[config.mk]
export PLATFORM = sky130hd
export DESIGN_NAME = alarm_zone_ctrl_flat
export DESIGN_NICKNAME = d
export VERILOG_FILES = /design/src/rtl/alarm_zone_ctrl_if.sv /design/src/rtl/alarm_zone_ctrl.sv /design/src/flat_wrapper.sv
export SDC_FILE = /design/constraint.sdc
export NUM_CORES = 1
export LEC_CHECK = 0
export BUFFER_PORTS_ARGS = -buffer_cell sky130_fd_sc_hd__buf_2
export CORE_MARGIN = 1.5
export CORE_UTILIZATION = 61
export DETAILED_ROUTE_END_ITERATION = 12
export GPL_TIMING_DRIVEN = 0
export PLACE_DENSITY_LB_ADDON = 0.12
export SLEW_MARGIN = 20
export SYNTH_ARGS = -nofsm -noshare
export SYNTH_HDL_FRONTEND = slang
export SYNTH_SLANG_ARGS = --single-unit
export TNS_END_PERCENT = 20
[constraint.sdc]
create_clock -name clk -period 3.1 [get_ports clk]
set_input_delay 0.62 -clock clk [delete_from_list [all_inputs] [get_ports clk]]
set_output_delay 0.62 -clock clk [all_outputs]
set_load 0.01 [all_outputs]
[src/rtl/alarm_zone_ctrl_if.sv]
// Sensor/key inputs and indicator outputs of the zone alarm controller.
// The master side drives the pins; the slave side is the controller itself.
interface alarm_zone_ctrl_if #(
   parameter int ZONES = 4
);
   logic             arm;
   logic             disarm;
   logic [ZONES-1:0] door;
   logic [ZONES-1:0] zone_en;
   logic             alarm;
   logic             armed;
   logic             lamp;
   logic             arm_fault;
   logic [ZONES-1:0] zone_latch;
   logic [1:0]       state;

   modport master (
      output arm, disarm, door, zone_en,
      input  alarm, armed, lamp, arm_fault, zone_latch, state
   );

   modport slave (
      input  arm, disarm, door, zone_en,
      output alarm, armed, lamp, arm_fault, zone_latch, state
   );
endinterface

[src/rtl/alarm_zone_ctrl.sv]
// Multi-zone alarm controller: per-zone door debounce feeding an
// arm / entry-delay / alarm state machine with tripped-zone latch and lamp.
module alarm_zone_ctrl #(
   parameter int ZONES       = 4,
   parameter int DEB_CYCLES  = 4,
   parameter int ENTRY_DELAY = 16,
   parameter int BLINK_DIV   = 8
) (
   input  logic              clk,
   input  logic              rst,
   alarm_zone_ctrl_if.slave  bus
);

   localparam int DCW = $clog2(DEB_CYCLES + 1);
   localparam int TW  = $clog2(ENTRY_DELAY + 1);
   localparam int BW  = $clog2(BLINK_DIV + 1);

   typedef enum logic [1:0] {
      S_DISARMED = 2'd0,
      S_ARMED    = 2'd1,
      S_ENTRY    = 2'd2,
      S_ALARM    = 2'd3
   } state_t;

   logic [ZONES-1:0] w_db;
   logic [ZONES-1:0] w_open_en;

   state_t           r_state;
   logic             r_alarm;
   logic             r_armed;
   logic             r_lamp;
   logic             r_arm_fault;
   logic [ZONES-1:0] r_zone_latch;
   logic [TW-1:0]    r_timer;
   logic [BW-1:0]    r_blink_cnt;

   // Each zone only adopts a new level after DEB_CYCLES consecutive disagreeing samples.
   genvar gi;
   generate
      for (gi = 0; gi < ZONES; gi++) begin : g_deb
         logic           r_bit;
         logic [DCW-1:0] r_cnt;

         always_ff @(posedge clk or posedge rst) begin
            if (rst) begin
               r_bit <= 1'b0;
               r_cnt <= '0;
            end else if (bus.door[gi] == r_bit) begin
               r_cnt <= '0;
            end else if (r_cnt == DCW'(DEB_CYCLES - 1)) begin
               r_bit <= bus.door[gi];
               r_cnt <= '0;
            end else begin
               r_cnt <= r_cnt + 1'b1;
            end
         end

         assign w_db[gi] = r_bit;
      end
   endgenerate

   assign w_open_en = w_db & bus.zone_en;

   always_ff @(posedge clk or posedge rst) begin
      if (rst) begin
         r_state      <= S_DISARMED;
         r_alarm      <= 1'b0;
         r_armed      <= 1'b0;
         r_lamp       <= 1'b0;
         r_arm_fault  <= 1'b0;
         r_zone_latch <= '0;
         r_timer      <= '0;
         r_blink_cnt  <= '0;
      end else begin
         r_arm_fault <= 1'b0;
         if (bus.disarm) begin
            r_state      <= S_DISARMED;
            r_alarm      <= 1'b0;
            r_armed      <= 1'b0;
            r_lamp       <= 1'b0;
            r_zone_latch <= '0;
            r_timer      <= '0;
            r_blink_cnt  <= '0;
         end else begin
            case (r_state)
               S_DISARMED: begin
                  if (bus.arm) begin
                     if (w_open_en == '0) begin
                        r_state <= S_ARMED;
                        r_armed <= 1'b1;
                     end else begin
                        r_arm_fault <= 1'b1;
                     end
                  end
               end
               S_ARMED: begin
                  if (w_open_en != '0) begin
                     r_state      <= S_ENTRY;
                     r_timer      <= TW'(ENTRY_DELAY);
                     r_blink_cnt  <= '0;
                     r_lamp       <= 1'b1;
                     r_zone_latch <= r_zone_latch | w_open_en;
                  end
               end
               S_ENTRY: begin
                  r_zone_latch <= r_zone_latch | w_open_en;
                  if (r_timer == TW'(1)) begin
                     r_state     <= S_ALARM;
                     r_alarm     <= 1'b1;
                     r_lamp      <= 1'b1;
                     r_timer     <= '0;
                     r_blink_cnt <= '0;
                  end else begin
                     r_timer <= r_timer - 1'b1;
                     // Blink phase restarts on every ENTRY, so the lamp always begins lit.
                     if (r_blink_cnt == BW'(BLINK_DIV - 1)) begin
                        r_lamp      <= ~r_lamp;
                        r_blink_cnt <= '0;
                     end else begin
                        r_blink_cnt <= r_blink_cnt + 1'b1;
                     end
                  end
               end
               S_ALARM: begin
                  r_zone_latch <= r_zone_latch | w_open_en;
               end
               default: begin
                  r_state <= S_DISARMED;
               end
            endcase
         end
      end
   end

   assign bus.state      = r_state;
   assign bus.alarm      = r_alarm;
   assign bus.armed      = r_armed;
   assign bus.lamp       = r_lamp;
   assign bus.arm_fault  = r_arm_fault;
   assign bus.zone_latch = r_zone_latch;

endmodule

[src/flat_wrapper.sv]
// flat-port wrapper written by rule: the top's interface ports become plain ports
module alarm_zone_ctrl_flat 
#(
   parameter int ZONES       = 4,
   parameter int DEB_CYCLES  = 4,
   parameter int ENTRY_DELAY = 16,
   parameter int BLINK_DIV   = 8
)
  (clk, rst, bus_arm, bus_disarm, bus_door, bus_zone_en, bus_alarm, bus_armed, bus_lamp, bus_arm_fault, bus_zone_latch, bus_state);
  alarm_zone_ctrl_if #(.ZONES(ZONES)) bus_i ();
  input  logic clk;
  input  logic rst;
  input wire logic [$bits(bus_i.arm)-1:0] bus_arm;
  input wire logic [$bits(bus_i.disarm)-1:0] bus_disarm;
  input wire logic [$bits(bus_i.door)-1:0] bus_door;
  input wire logic [$bits(bus_i.zone_en)-1:0] bus_zone_en;
  output wire logic [$bits(bus_i.alarm)-1:0] bus_alarm;
  output wire logic [$bits(bus_i.armed)-1:0] bus_armed;
  output wire logic [$bits(bus_i.lamp)-1:0] bus_lamp;
  output wire logic [$bits(bus_i.arm_fault)-1:0] bus_arm_fault;
  output wire logic [$bits(bus_i.zone_latch)-1:0] bus_zone_latch;
  output wire logic [$bits(bus_i.state)-1:0] bus_state;
  assign bus_i.arm = bus_arm;
  assign bus_i.disarm = bus_disarm;
  assign bus_i.door = bus_door;
  assign bus_i.zone_en = bus_zone_en;
  assign bus_alarm = bus_i.alarm;
  assign bus_armed = bus_i.armed;
  assign bus_lamp = bus_i.lamp;
  assign bus_arm_fault = bus_i.arm_fault;
  assign bus_zone_latch = bus_i.zone_latch;
  assign bus_state = bus_i.state;
  alarm_zone_ctrl #(.ZONES(ZONES), .DEB_CYCLES(DEB_CYCLES), .ENTRY_DELAY(ENTRY_DELAY), .BLINK_DIV(BLINK_DIV)) u_core (.clk(clk), .rst(rst), .bus(bus_i));
endmodule
# Word-level counts from Yosys, hierarchy flattened
# Index checks and enable logic that the tools add are counted.
[totals] register_bits=35 out_inout_bits=10 word_cells=111
[classes] add_sub_neg=6 eq_ne=18 mux=42 bitwise=7 n_reduce_logical=22
[op_table] cell="2-to-1 mux 3 bit" count=8
[op_table] cell="2-to-1 mux 4 bit" count=6
[op_table] cell="one-hot mux 4 bit (2 select lines)" count=2
[op_table] cell="2-to-1 mux 1 bit" count=15
[op_table] cell="2-to-1 mux 5 bit" count=3
[op_table] cell="AND reduction 2 bit" count=7
[op_table] cell="adder 3 x 1 -> 3 bit (second input constant)" count=4
[op_table] cell="== test 3 x 2 -> 1 bit (second input constant)" count=4
[op_table] cell="2-to-1 mux 2 bit" count=5
[op_table] cell="one-hot mux 5 bit (2 select lines)" count=1
[op_table] cell="nonzero test 2 bit" count=5
[op_table] cell="inequality test 3 x 2 -> 1 bit (second input constant)" count=3
[op_table] cell="nonzero test 4 bit" count=2
[op_table] cell="one-hot mux 2 bit (3 select lines)" count=1
[op_table] cell="AND reduction 3 bit" count=2
[op_table] cell="nonzero test 3 bit" count=2
[op_table] cell="== test 5 x 1 -> 1 bit (second input constant)" count=1
[op_table] cell="inverter 1 bit" count=5
[op_table] cell="AND reduction 5 bit" count=1
[op_table] cell="subtractor 5 x 1 -> 5 bit (second input constant)" count=1
[op_table] cell="adder 4 x 1 -> 4 bit (second input constant)" count=1
[op_table] cell="AND 4 bit" count=1
[op_table] cell="== test 1 bit" count=4
[op_table] cell="== test 2 bit (second input constant)" count=2
[op_table] cell="other kinds (9)" count=9

# Depth between registers and ports, before layout
[logic_depth] depth_word=6 mapped_depth=7

# Worst setup path before layout
# OpenSTA, ideal clock, no wires.
[synth_path] path_type="register -> register" start="reg u_core.r_state[0], in the netlist u_core.bus.state[0]" end="reg u_core.r_timer[2]" arrival_time_ns=1.529 required_time_ns=2.980 path_slack_ns=1.451 stages_incl_launch_ff=8 path_buffers=1 period_less_slack_ns=1.649 cell_sequence="dfrtp_1 > inv_1 > ha_1 > nor2_1 > a31oi_1 > buf_2 > o21ai_0 > a31o_1"
[synth_via] elab_chain_cells=3 elab_cells_between_ends=7 cone_classes="eq/ne (3); mux (2); reduce/logical (2)"
[synth_lines] item="from (decl)" line_no="alarm_zone_ctrl.sv:28" rtl="state_t r_state;"
[synth_lines] item="from (signal assigned)" line_no="alarm_zone_ctrl.sv:66" rtl="r_state <= S_DISARMED;"
[synth_lines] item="from (signal assigned)" line_no="alarm_zone_ctrl.sv:77" rtl="r_state <= S_DISARMED;"
[synth_lines] item="from (signal assigned)" line_no="alarm_zone_ctrl.sv:89" rtl="r_state <= S_ARMED;"
[synth_lines] item="== test 2 bit / == test 2 x 1 -> 1 bit (equally long branches)" line_no="alarm_zone_ctrl.sv:85" rtl="case (r_state)"
[synth_lines] item="one-hot mux 5 bit (2 select lines), or another cell as far along" line_no="alarm_zone_ctrl.sv:85"
[synth_lines] item="2-to-1 mux 5 bit / AND reduction 2 bit (equally long branches)"
[synth_lines] item="to (signal assigned)" line_no="alarm_zone_ctrl.sv:99" rtl="r_timer <= TW'(ENTRY_DELAY);"
[synth_lines] item="to (signal assigned)" line_no="alarm_zone_ctrl.sv:114" rtl="r_timer <= r_timer - 1'b1;"
[synth_lines] item="to (decl)" line_no="alarm_zone_ctrl.sv:34" rtl="logic [TW-1:0] r_timer;"
# Several ways; a longest one is shown, not always the timed one.
# A chain may end at the register's enable or synchronous reset.

# Final worst setup path
[layout_path] start="reg u_core.r_state[0], in the netlist u_core.bus.state[0]" end="reg u_core.r_timer[3]"
# The elaborated chain is that of the path after synthesis.

==> metrics.csv <==
stage,metric,value,unit
power,Cell Int Power,0.906,mW
sta,Slew @ Worst Pin,0.713,ns
clocking,H-Tree Depth,2,
sta,Max Clock Skew,0.00944,ns
cells_and_area,"commonest non-fill, non-tap cell in the layout",dfrtp_1,
detailed_routing,met3 wire length,101,um
detailed_routing,Metal-1 WL,1330,um
sta,WHS,0.392,ns
cells_and_area,area delta synth->final,11.4,%
clocking,# hold bufs at CTS,0,
power,P_sw,0.518,mW
floorplanning,die area,0.00314,mm2
floorplanning,placement row count,19,
setup_path,r2r worst-path depth,7,
global_routing,Tot GR Track Use,22.9,%
power,clock share of power,17.3,%
sta,f_max,529,MHz
setup_path,CP peak stage delay,0.45,ns
detailed_routing,1st-iter DRT viols,50,
synthesis,"Top FF cell, synth",dfrtp_1,
floorplanning,Ports,22,
power,Pleak,0.929,nW
setup_path,crit-path cells,inv_1 -> ha_1 -> nor2_1 -> a31oi_1 -> buf_2 -> o21ai_0 -> a32o_1,
floorplanning,Chip Width,56.1,um
synthesis,Synth cell types,39,
placed_design,dpl ws,1.20,ns
clocking,"Reg clk slew, reported paths",0.10,ns
power,Max VDD drop,0.547,mV
global_routing,GR Overflow Total,0,
clocking,cts bufs inserted,5,
cells_and_area,share of layout cells above drive strength 1,20.3,%
cells_and_area,final-stage net count,210,
floorplanning,Die Y,56.1,um
clocking,CTS tree,yes,
clocking,Max clock buf depth,2,
sta,setup_tns,0,ns
sta,Final Max Slew Viols,0,
job,# Max-Cap Violations,0,
detailed_routing,Max Used Layer,met4,
power,total power,1.42,mW
synthesis,Cells after Synth,160,
synthesis,asr flop ratio synth,100,%
synthesis,Yosys reg bits,35,
detailed_routing,Via density,5.82,
setup_path,crit path kind,flop to flop,
clocking,later-pin clock latency in the skew report,0.33,ns
clocking,post_cts resized,0,
cells_and_area,Diodes inserted,0,
sta,"Hold Vio Cnt, Final",0,
placed_design,Detail Placement HPWL,2410,um
sta,RSZ-0062 raised after global routing,no,
sta,worst rel slew slack,52.4,%
synthesis,Post-synth EDFFs,0,
power,Power Density,745,mW/mm2
setup_path,Worst Path Required,3.32,ns
synthesis,yosys warns,0,
setup_path,critical path depth,7,
detailed_routing,Routed Antenna Nets,0,
power,switch share,36.4,%
setup_path,CP Launch Type,flop,
global_routing,first-pass GRT wire length,5550,um
setup_path,Critical-path top delay cell,dfrtp_1,
sta,final setup fails,0,
sta,Tcrit/Tclk final,60.9,%
setup_path,Setup crit end kind,flop,
hold_path,worst min path class,input port to asynchronous set/reset pin,
synthesis,Avg Inst Size Synth,10.7,um2
synthesis,mapped cell area,0.00172,mm2
detailed_routing,Routed WL,3130,um
detailed_routing,Via Count,1268,
global_routing,initial antenna violation count,0,
synthesis,syn nets,183,
sta,Final Critical Period,1.89,ns
clocking,# clock sinks,35,
cells_and_area,filler cell count,224,
detailed_routing,DRC viols,0,
power,Seq pwr share,45.9,%
clocking,Root Driver,clkbuf_4,
clocking,post-CTS setup buffer count,0,
setup_path,worst endpoint data arrival time,2.11,ns
floorplanning,Initial Util,63.3,%
setup_path,buffers plus inverters on the worst setup path,2,
setup_path,Crit Path Max Fanout,10,
floorplanning,core area,0.00271,mm2
detailed_routing,met2 WL,1650,um
setup_path,"delay-heaviest family, CP",compound AO/OA/AOI/OAI gates,
global_routing,largest net degree at the start of global routing,36,
sta,Setup WS post-layout,1.21,ns
detailed_routing,routed len/inst,14.4,um
detailed_routing,1st-pass router iterations,5,
status,status,"finished, final reports clean",
power,Logic pwr share,36.8,%
global_routing,vias in the first global route,1345,
synthesis,post-synthesis sequential area ratio,51.0,%
placed_design,port bufs,20,
placed_design,GP Congestion,0.806,
cells_and_area,"commonest non-fill, non-tap cells in the layout","35 x dfrtp_1, 21 x buf_2, 13 x nor2_1",
==> worst paths after layout <==
check / startpoint / end / slack, ns
min in group clk: u_core.g_deb[1].r_cnt[0] / u_core.g_deb[1].r_cnt[0] / 0.45
max reg2reg: u_core.bus.state[0] / u_core.r_timer[3] / 1.21
min reg2reg: u_core.g_deb[1].r_cnt[0] / u_core.g_deb[1].r_cnt[0] / 0.45
max: u_core.bus.state[0] / u_core.r_timer[3] / 1.21
min: rst / u_core.g_deb[2].r_bit / 0.39
max in group asynchronous: rst / u_core.bus.zone_latch[3] / 2.25
==> layer usage <==
| layer | track usage, % | vias to the layer above |
|---|---|---|
| met4 | 8.84 | 0 |
| met5 | 0 | - |
| li1 | - | 622 |
| met1 | 25.4 | 615 |
| met2 | 40.8 | 26 |
| met3 | 6.98 | 5 |
==> cells by family after synthesis <==
family                     synth area share [%]
xor gates and xnor gates                   2.04
muxes                                      3.79
AOI/OAI and AO/OA                          12.0
buffers and inverters                      3.35
adders and majority gates                  8.02
and+or+nand+nor                            19.8
DFF                                        51.0
==> Yosys cell counts, types with 2 or more instances <==
library cell	count	area share, %
a22oi_1	2	0.87
nand2_1	7	1.5
ha_1	11	8.0
a32o_1	2	1.2
nor3b_1	7	3.1
dfrtp_1	35	51
nand2b_1	2	0.73
mux2i_1	2	1.2
o21ai_0	6	1.7
and3b_1	2	1.0
or3_1	2	0.73
nor3_1	7	2.0
inv_1	12	2.6
a21oi_1	2	0.58
xnor2_1	4	2.0
nor2b_1	7	2.6
nor2_1	13	2.8
clkbuf_1	2	0.44
nand3_1	5	1.5
mux2_2	4	2.6
a31oi_1	8	2.9
==> power by group through the flow <==
stage	sequential, mW	combinational, mW	clock (mW)
floorplan	0.657	0.384	0
global placement	0.655	0.494	0
detailed placement	0.666	0.527	0
CTS	0.656	0.528	0.253
global route	0.669	0.596	0.271
finish	0.654	0.524	0.247
==> through the flow <==
step	area (um2)	util, %	std cells
2_1_floorplan	1720	-	160
3_3_place_gp	1860	68.5	211
3_5_place_dp	1860	68.5	211
4_1_cts	1910	70.5	218
5_1_grt	1910	70.5	218
6_report	1910	70.5	218
==> state kept, by name, indices dropped and copies added, names as in the netlist <==
| name | count |
|---|---|
| u_core.bus.alarm | 1 |
| u_core.bus.arm_fault | 1 |
| u_core.bus.armed | 1 |
| u_core.bus.lamp | 1 |
| u_core.bus.state | 2 |
| u_core.bus.zone_latch | 4 |
| u_core.g_deb.r_bit | 4 |
| u_core.g_deb.r_cnt | 12 |
| u_core.r_blink_cnt | 4 |
| u_core.r_timer | 5 |
==> final cells by class <==
type,count,area (um2),area share [%]
repair buffers,20,100,5.24
clock buffers,6,51.3,2.68
plain buffers,3,12.5,0.654
inverters,12,45.0,2.36
clock inverters,1,5.00,0.262
well taps,31,38.8,2.03
flip-flops and latches,35,876,45.8
multi-input cells,110,783,41.0
No activity file was read; power rests on OpenSTA's default activity.
